===== config.mk =====
export PLATFORM = sky130hd
export DESIGN_NAME = note_sequencer_flat
export DESIGN_NICKNAME = d
export VERILOG_FILES = /design/src/rtl/note_seq_pkg.sv /design/src/rtl/note_sequencer_if.sv /design/src/rtl/seq_freq_lut.sv /design/src/rtl/note_sequencer.sv /design/src/flat_wrapper.sv
export SDC_FILE = /design/constraint.sdc
export NUM_CORES = 1
export LEC_CHECK = 0
export CAP_MARGIN = 20
export CORE_UTILIZATION = 42
export DETAILED_ROUTE_END_ITERATION = 6
export HOLD_SLACK_MARGIN = 0.03
export PLACE_DENSITY = 0.57
export SLEW_MARGIN = 20
export SYNTH_ARGS = -nofsm -noshare
export SYNTH_HDL_FRONTEND = slang
export SYNTH_SLANG_ARGS = --single-unit
export TNS_END_PERCENT = 50

===== constraint.sdc =====
create_clock -name clk -period 3.8 [get_ports clk]
set_input_delay 0.76 -clock clk [delete_from_list [all_inputs] [get_ports clk]]
set_output_delay 0.76 -clock clk [all_outputs]
set_load 0.05 [all_outputs]

===== src/rtl/note_seq_pkg.sv =====
// Shared types and constants for the note sequencer: FSM states, entry layout
// and the base-frequency table (octave code 0 = 4th octave, integer Hz).
package note_seq_pkg;

  localparam int NOTE_W    = 4;
  localparam int OCT_W     = 2;
  localparam int NUM_TONES = 12;

  localparam logic [NOTE_W-1:0] REST_CODE = 4'd15;

  typedef enum logic {
    ST_IDLE = 1'b0,
    ST_PLAY = 1'b1
  } seq_state_e;

  typedef struct packed {
    logic [OCT_W-1:0]  octave;
    logic [NOTE_W-1:0] note;
  } note_entry_t;

  // C, C#, D, D#, E, F, F#, G, G#, A, A#, B
  localparam logic [15:0] BASE_FREQ [NUM_TONES] = '{
    16'd262, 16'd277, 16'd294, 16'd311, 16'd330, 16'd349,
    16'd370, 16'd392, 16'd415, 16'd440, 16'd466, 16'd494
  };

endpackage


===== src/rtl/note_sequencer_if.sv =====
// Record/playback bus of the note sequencer; master = controller, slave = sequencer.
interface note_sequencer_if
  import note_seq_pkg::*;
#(
  parameter int DEPTH  = 16,
  parameter int FREQ_W = 32
);

  localparam int CNT_W = $clog2(DEPTH) + 1;

  // A record transfer happens on a rising edge where rec_valid & rec_ready are both 1;
  // rec_valid may be raised or dropped at any time, rec_ready never waits on rec_valid.
  logic                clear;
  logic                rec_valid;
  logic [NOTE_W-1:0]   rec_note;
  logic [OCT_W-1:0]    rec_octave;
  logic                rec_ready;
  logic                play_start;
  logic                play_stop;
  logic                loop_en;

  logic [FREQ_W-1:0]   freq_out;
  logic [NOTE_W-1:0]   cur_note;
  logic [OCT_W-1:0]    cur_octave;
  logic                note_valid;
  logic [CNT_W-1:0]    count;
  logic                full;
  logic                empty;
  logic                playing;
  logic                done;
  seq_state_e          state_dbg;

  modport master (
    output clear, rec_valid, rec_note, rec_octave, play_start, play_stop, loop_en,
    input  rec_ready, freq_out, cur_note, cur_octave, note_valid, count,
           full, empty, playing, done, state_dbg
  );

  modport slave (
    input  clear, rec_valid, rec_note, rec_octave, play_start, play_stop, loop_en,
    output rec_ready, freq_out, cur_note, cur_octave, note_valid, count,
           full, empty, playing, done, state_dbg
  );

endinterface


===== src/rtl/seq_freq_lut.sv =====
// Stateless {octave,note} -> frequency map; codes 12..15 map to 0 (silent).
module seq_freq_lut
  import note_seq_pkg::*;
#(
  parameter int FREQ_W = 32
) (
  input  logic [OCT_W-1:0]  octave,
  input  logic [NOTE_W-1:0] note,
  output logic [FREQ_W-1:0] freq
);

  logic [15:0] base;

  always_comb begin
    base = '0;
    if (note < NOTE_W'(NUM_TONES)) begin
      base = BASE_FREQ[note];
    end
    freq = FREQ_W'(base) << octave;
  end

endmodule


===== src/rtl/note_sequencer.sv =====
// Records up to DEPTH notes and plays them back, each held TICK_DIV clocks.
// Optional: define NOTE_SEQ_REST_EN to accept code 15 as a timed rest.
module note_sequencer
  import note_seq_pkg::*;
#(
  parameter int DEPTH    = 16,
  parameter int TICK_DIV = 12500000,
  parameter int FREQ_W   = 32
) (
  input  logic              clk,
  input  logic              reset,
  note_sequencer_if.slave   bus
);

  localparam int PTR_W  = $clog2(DEPTH);
  localparam int CNT_W  = PTR_W + 1;
  localparam int HOLD_W = (TICK_DIV > 1) ? $clog2(TICK_DIV) : 1;
  localparam logic [HOLD_W-1:0] HOLD_LAST = HOLD_W'(TICK_DIV - 1);
  localparam logic [CNT_W-1:0]  CNT_FULL  = CNT_W'(DEPTH);

  seq_state_e          state_q, state_d;
  logic [PTR_W-1:0]    wr_ptr_q, wr_ptr_d;
  logic [PTR_W-1:0]    rd_ptr_q, rd_ptr_d;
  logic [CNT_W-1:0]    count_q, count_d;
  logic [HOLD_W-1:0]   hold_q, hold_d;
  logic                end_q, end_d;
  logic [FREQ_W-1:0]   freq_q, freq_d;
  logic [NOTE_W-1:0]   cur_note_q, cur_note_d;
  logic [OCT_W-1:0]    cur_oct_q, cur_oct_d;
  logic                note_valid_q, note_valid_d;
  logic                done_q, done_d;

  note_entry_t         mem_q [DEPTH];
  note_entry_t         rd_entry;
  logic [FREQ_W-1:0]   lut_freq;
  logic                full;
  logic                note_ok;
  logic                rec_ready;
  logic                rec_fire;
  logic                last_entry;

`ifdef NOTE_SEQ_REST_EN
  assign note_ok = 1'b1;
`else
  assign note_ok = (bus.rec_note != REST_CODE);
`endif

  assign full       = (count_q == CNT_FULL);
  assign rec_ready  = (state_q == ST_IDLE) & ~full & ~bus.play_start & ~bus.clear & note_ok;
  assign rec_fire   = bus.rec_valid & rec_ready;
  assign rd_entry   = mem_q[rd_ptr_q];
  assign last_entry = (rd_ptr_q == PTR_W'(count_q - 1'b1));

  seq_freq_lut #(.FREQ_W(FREQ_W)) u_lut (
    .octave (rd_entry.octave),
    .note   (rd_entry.note),
    .freq   (lut_freq)
  );

  always_comb begin
    state_d      = state_q;
    wr_ptr_d     = wr_ptr_q;
    rd_ptr_d     = rd_ptr_q;
    count_d      = count_q;
    hold_d       = hold_q;
    end_d        = end_q;
    freq_d       = freq_q;
    cur_note_d   = cur_note_q;
    cur_oct_d    = cur_oct_q;
    note_valid_d = note_valid_q;
    done_d       = 1'b0;

    if (bus.clear) begin
      state_d      = ST_IDLE;
      wr_ptr_d     = '0;
      rd_ptr_d     = '0;
      count_d      = '0;
      hold_d       = '0;
      end_d        = 1'b0;
      freq_d       = '0;
      cur_note_d   = '0;
      cur_oct_d    = '0;
      note_valid_d = 1'b0;
    end else begin
      case (state_q)
        ST_IDLE: begin
          if (bus.play_start && (count_q != '0)) begin
            state_d  = ST_PLAY;
            rd_ptr_d = '0;
            hold_d   = '0;
            end_d    = 1'b0;
          end else if (rec_fire) begin
            wr_ptr_d = wr_ptr_q + 1'b1;
            count_d  = count_q + 1'b1;
          end
        end

        ST_PLAY: begin
          if (bus.play_stop || end_q) begin
            // end_q gives the last entry its full hold time behind the registered lookup
            state_d      = ST_IDLE;
            done_d       = end_q & ~bus.play_stop;
            end_d        = 1'b0;
            freq_d       = '0;
            cur_note_d   = '0;
            cur_oct_d    = '0;
            note_valid_d = 1'b0;
          end else begin
            freq_d       = lut_freq;
            cur_note_d   = rd_entry.note;
            cur_oct_d    = rd_entry.octave;
            note_valid_d = 1'b1;
            if (hold_q == HOLD_LAST) begin
              hold_d = '0;
              if (!last_entry) begin
                rd_ptr_d = rd_ptr_q + 1'b1;
              end else if (bus.loop_en) begin
                rd_ptr_d = '0;
              end else begin
                end_d = 1'b1;
              end
            end else begin
              hold_d = hold_q + 1'b1;
            end
          end
        end

        default: state_d = ST_IDLE;
      endcase
    end
  end

  always_ff @(posedge clk) begin
    if (!reset) begin
      state_q      <= ST_IDLE;
      wr_ptr_q     <= '0;
      rd_ptr_q     <= '0;
      count_q      <= '0;
      hold_q       <= '0;
      end_q        <= 1'b0;
      freq_q       <= '0;
      cur_note_q   <= '0;
      cur_oct_q    <= '0;
      note_valid_q <= 1'b0;
      done_q       <= 1'b0;
    end else begin
      state_q      <= state_d;
      wr_ptr_q     <= wr_ptr_d;
      rd_ptr_q     <= rd_ptr_d;
      count_q      <= count_d;
      hold_q       <= hold_d;
      end_q        <= end_d;
      freq_q       <= freq_d;
      cur_note_q   <= cur_note_d;
      cur_oct_q    <= cur_oct_d;
      note_valid_q <= note_valid_d;
      done_q       <= done_d;
    end
  end

  // Storage keeps its contents across reset and clear; count alone defines what is valid.
  always_ff @(posedge clk) begin
    if (reset && rec_fire) begin
      mem_q[wr_ptr_q] <= '{octave: bus.rec_octave, note: bus.rec_note};
    end
  end

  assign bus.rec_ready  = rec_ready;
  assign bus.freq_out   = freq_q;
  assign bus.cur_note   = cur_note_q;
  assign bus.cur_octave = cur_oct_q;
  assign bus.note_valid = note_valid_q;
  assign bus.count      = count_q;
  assign bus.full       = full;
  assign bus.empty      = (count_q == '0);
  assign bus.playing    = (state_q == ST_PLAY);
  assign bus.done       = done_q;
  assign bus.state_dbg  = state_q;

endmodule


===== src/flat_wrapper.sv =====
// flat-port wrapper written by rule: the top's interface ports become plain ports
module note_sequencer_flat import note_seq_pkg::*;
#(
  parameter int DEPTH    = 16,
  parameter int TICK_DIV = 12500000,
  parameter int FREQ_W   = 32
)
  (clk, reset, bus_clear, bus_rec_valid, bus_rec_note, bus_rec_octave, bus_play_start, bus_play_stop, bus_loop_en, bus_rec_ready, bus_freq_out, bus_cur_note, bus_cur_octave, bus_note_valid, bus_count, bus_full, bus_empty, bus_playing, bus_done, bus_state_dbg);
  note_sequencer_if #(.DEPTH(DEPTH), .FREQ_W(FREQ_W)) bus_i ();
  input  logic clk;
  input  logic reset;
  input wire logic [$bits(bus_i.clear)-1:0] bus_clear;
  input wire logic [$bits(bus_i.rec_valid)-1:0] bus_rec_valid;
  input wire logic [$bits(bus_i.rec_note)-1:0] bus_rec_note;
  input wire logic [$bits(bus_i.rec_octave)-1:0] bus_rec_octave;
  input wire logic [$bits(bus_i.play_start)-1:0] bus_play_start;
  input wire logic [$bits(bus_i.play_stop)-1:0] bus_play_stop;
  input wire logic [$bits(bus_i.loop_en)-1:0] bus_loop_en;
  output wire logic [$bits(bus_i.rec_ready)-1:0] bus_rec_ready;
  output wire logic [$bits(bus_i.freq_out)-1:0] bus_freq_out;
  output wire logic [$bits(bus_i.cur_note)-1:0] bus_cur_note;
  output wire logic [$bits(bus_i.cur_octave)-1:0] bus_cur_octave;
  output wire logic [$bits(bus_i.note_valid)-1:0] bus_note_valid;
  output wire logic [$bits(bus_i.count)-1:0] bus_count;
  output wire logic [$bits(bus_i.full)-1:0] bus_full;
  output wire logic [$bits(bus_i.empty)-1:0] bus_empty;
  output wire logic [$bits(bus_i.playing)-1:0] bus_playing;
  output wire logic [$bits(bus_i.done)-1:0] bus_done;
  output wire logic [$bits(bus_i.state_dbg)-1:0] bus_state_dbg;
  assign bus_i.clear = bus_clear;
  assign bus_i.rec_valid = bus_rec_valid;
  assign bus_i.rec_note = bus_rec_note;
  assign bus_i.rec_octave = bus_rec_octave;
  assign bus_i.play_start = bus_play_start;
  assign bus_i.play_stop = bus_play_stop;
  assign bus_i.loop_en = bus_loop_en;
  assign bus_rec_ready = bus_i.rec_ready;
  assign bus_freq_out = bus_i.freq_out;
  assign bus_cur_note = bus_i.cur_note;
  assign bus_cur_octave = bus_i.cur_octave;
  assign bus_note_valid = bus_i.note_valid;
  assign bus_count = bus_i.count;
  assign bus_full = bus_i.full;
  assign bus_empty = bus_i.empty;
  assign bus_playing = bus_i.playing;
  assign bus_done = bus_i.done;
  assign bus_state_dbg = bus_i.state_dbg;
  note_sequencer #(.DEPTH(DEPTH), .TICK_DIV(TICK_DIV), .FREQ_W(FREQ_W)) u_core (.clk(clk), .reset(reset), .bus(bus_i));
endmodule

==> summary.md <==
| Metric | Value |
|---|---|
| Status | completed |
| CP Launch Type | flop |
| Most frequent cells in the layout | 96 x edfxtp_1, 78 x nor2_1, 63 x dfxtp_1, 53 x nand2_1, 41 x clkdlybuf4s50_1 |
| Vias | 4722 |
| CP arrival | 2.66 ns |
| Tot GR Track Use | 0.1873 |
| Hold-fix buffers, CTS | 0 |
| Placed inst area | 0.007752 sq mm |
| Worst EP required | 3.04 ns |
| Hold crit path type | reg -> reg |
| FF-to-FF Start | u_core.hold_q[7] |
| FF+latch count, synth | 159 |
| Slew Limit Headroom | 0.4458 |
| Final setup fails | 0 |
| Setup bufs post-CTS | 0 |
| Min-Delay Startpoint | u_core.bus.freq_out[9] |
| FMAX | 292.7 MHz |
| Num Clock Sinks | 159 |
| Filler Cell Count | 1465 |
| Setup WS post-layout | 0.3832 ns |
| Vias per cell | 5.360 |
| # IOs | 63 |
| IO buf count | 42 |
| Total CTS buffers | 17 |
| Power per standard cell area | 438.7 mW/mm^2 |
| Pre-CTS setup slack | 0.5764 ns |
| DR iter-0 viols | 441 |
| First-pass GRT wire length | 24730 um |
| Design Area, Final | 0.008344 sq mm |
| Top-area cell type share of the netlist area | 0.4046 |
| Synth area leaders | edfxtp_1 40%, dfxtp_1 18%, mux4_2 6.6% |
| Fin Setup TNS | 0 ns |
| Pins Over Slew Limit | 0 |
| Peak VDD IR | 0.3175 mV |
| # resized after CTS | 0 |
| Antenna violations before repair | 0 |
| Most common cell after layout, fill and taps aside | edfxtp_1 |
| Synth cell types | 59 |
| Number of global-route vias before repair | 4512 |
| Max-cap violations | 0 |
| Async SR Flop Fraction | 0 |
| Drt total wl | 15550 um |
| Core area | 0.01658 sq mm |
| CP startpoint | u_core.bus.count[0] |
| Synthesized area per cell | 11.90 sq um |
| Crit Path Max Fanout | 7 |
| TritonCTS clock tree | yes |
| WL per Instance | 17.65 um |
| CTS root buf | clkbuf_16 |
| Skew final | 0.006498 ns |
| Chip Height | 132.3 um |
| First-pass iteration count of the detailed router | 5 |
| Leak | 2.760 nW |
| Die Wd | 132.3 um |
| H-tree levels | 4 |
| Worst setup EP type | output port |
| RSZ-0062 raised after global routing | no |
| Final-report hold violation count | 0 |
| Share of cells above drive strength 1 | 0.1165 |
| Post-synth EDFFs | 96 |
| Leading area contributor after synthesis | edfxtp_1 |
| Worst-Skew Late Latency | 0.42 ns |
| Worst-Margin Slew | 0.8205 ns |
| Largest net degree at the start of global routing | 27 |
| Area of the die | 0.01749 sq mm |
| Dpl hpwl | 10940 um |
| Critical path class | reg -> out |
| P&R area growth vs syn | 17.10% |
| Grt ovf | 0 |
| Ys flop type | edfxtp_1 |
| Initial core utilization | 0.4297 |
| Final net count | 676 |
| Buffer depth of the longest clock path | 2 |
| Gate Count Post-Synth | 599 |
| Ant diodes | 0 |
| Time the worst path needs with I/O delays and setup | 3.417 ns |
| Tcrit/Tclk final | 0.8991 |
| Antenna viol nets, final | 0 |
| Sequential-to-total area share from yosys stat | 0.5816 |
| Clock transition at path regs | 0.06 ns |
| DR DRC count | 0 |
| Row Count | 47 |
| RD Place Congestion | 0.8487 |
| Synthesized area | 0.007126 sq mm |
| Ys Warns | 0 |
==> cell type report <==
type	count	area (sq um)	area share
Sequential cell	159	4144	0.4966
Multi-Input combinational cell	402	2753	0.3299
Timing Repair Buffer	56	535.5	0.06418
Clock buffer	17	425.4	0.05098
Tap cell	220	275.3	0.03299
Clock inverter	15	166.4	0.01994
Inverter	12	45.04	0.005398
==> power breakdown <==
group / switching (W) / internal (W)
sequential: 0.00000158 / 0.00183
clock: 0.000671 / 0.00103
combinational: 0.000103 / 0.0000298
==> flip-flops by register name (all words and copies together), names as in the netlist, 2 cells and up, named ones only <==
| register | count |
|---|---|
| u_core.bus.freq_out | 12 |
| u_core.mem_q | 96 |
| u_core.rd_ptr_q | 4 |
| u_core.bus.cur_octave | 2 |
| u_core.wr_ptr_q | 4 |
| u_core.bus.cur_note | 4 |
| u_core.hold_q | 24 |
| u_core.bus.count | 5 |
==> worst max-delay path, cell delays in order (launching register included) <==
cell             delay (ns)
dfxtp_1                0.39
inv_1                  0.09
ha_1                   0.20
or4b_2                 0.68
inv_1                  0.08
clkdlybuf4s50_1        0.80
==> layer usage <==
layer | GRT usage | wire [um]
met1 | 0.2540 | 7136
met3 | 0.03652 | 593
met5 | 0 | 0
met4 | 0.07344 | 256
met2 | 0.2972 | 7567
==> logic make-up after synthesis <==
family                   count (synthesis)  share of synthesized area
AND/OR/NAND/NOR                        218                     0.1466
flip-flops                             159                     0.5816
AO/OA/AOI/OAI                           81                    0.07551
buffers and inverters                   57                    0.04214
multiplexers                            36                    0.08797
XOR/XNOR                                32                    0.03933
adder cells (fa/ha/maj)                 15                    0.02634
other                                    1                  0.0005263
==> synth_stat cells, drive strengths merged (4+ instances only) <==
master,instances
or4,4
nand3,17
xnor2,14
nor2b,5
nand2,53
buf,28
mux2i,12
clkbuf,17
and2,7
dfxtp,63
and3,5
xor2,18
mux4,21
inv,11
or3,4
nand4,12
a21oi,25
nor4,7
edfxtp,96
ha,15
nor3,11
nor2,78
a22oi,11
o21ai,14
==> final timing paths <==
path / endpoint / cells after the start / slack [ns]
setup / recovery: bus_empty / 5 / 0.38
hold reg to reg: u_core.bus.freq_out[9] / 2 / 0.46
hold / removal: u_core.bus.freq_out[9] / 2 / 0.46
setup reg to reg: flop / 6 / 0.80
==> stage by stage <==
stage	instances	hold WS, ns	power [W]	utilization
final	881	0.4645	0.003661	0.5032
after detailed placement	849	0.4609	0.001998	0.4675
after CTS	881	0.4708	0.003697	0.5032
after floorplan	618	0.4456	0.001964	-
after global routing	881	0.4943	0.003772	0.5032
after global placement	849	0.4452	0.001997	0.4675
Note: power is estimated with default switching activity, not from simulation.
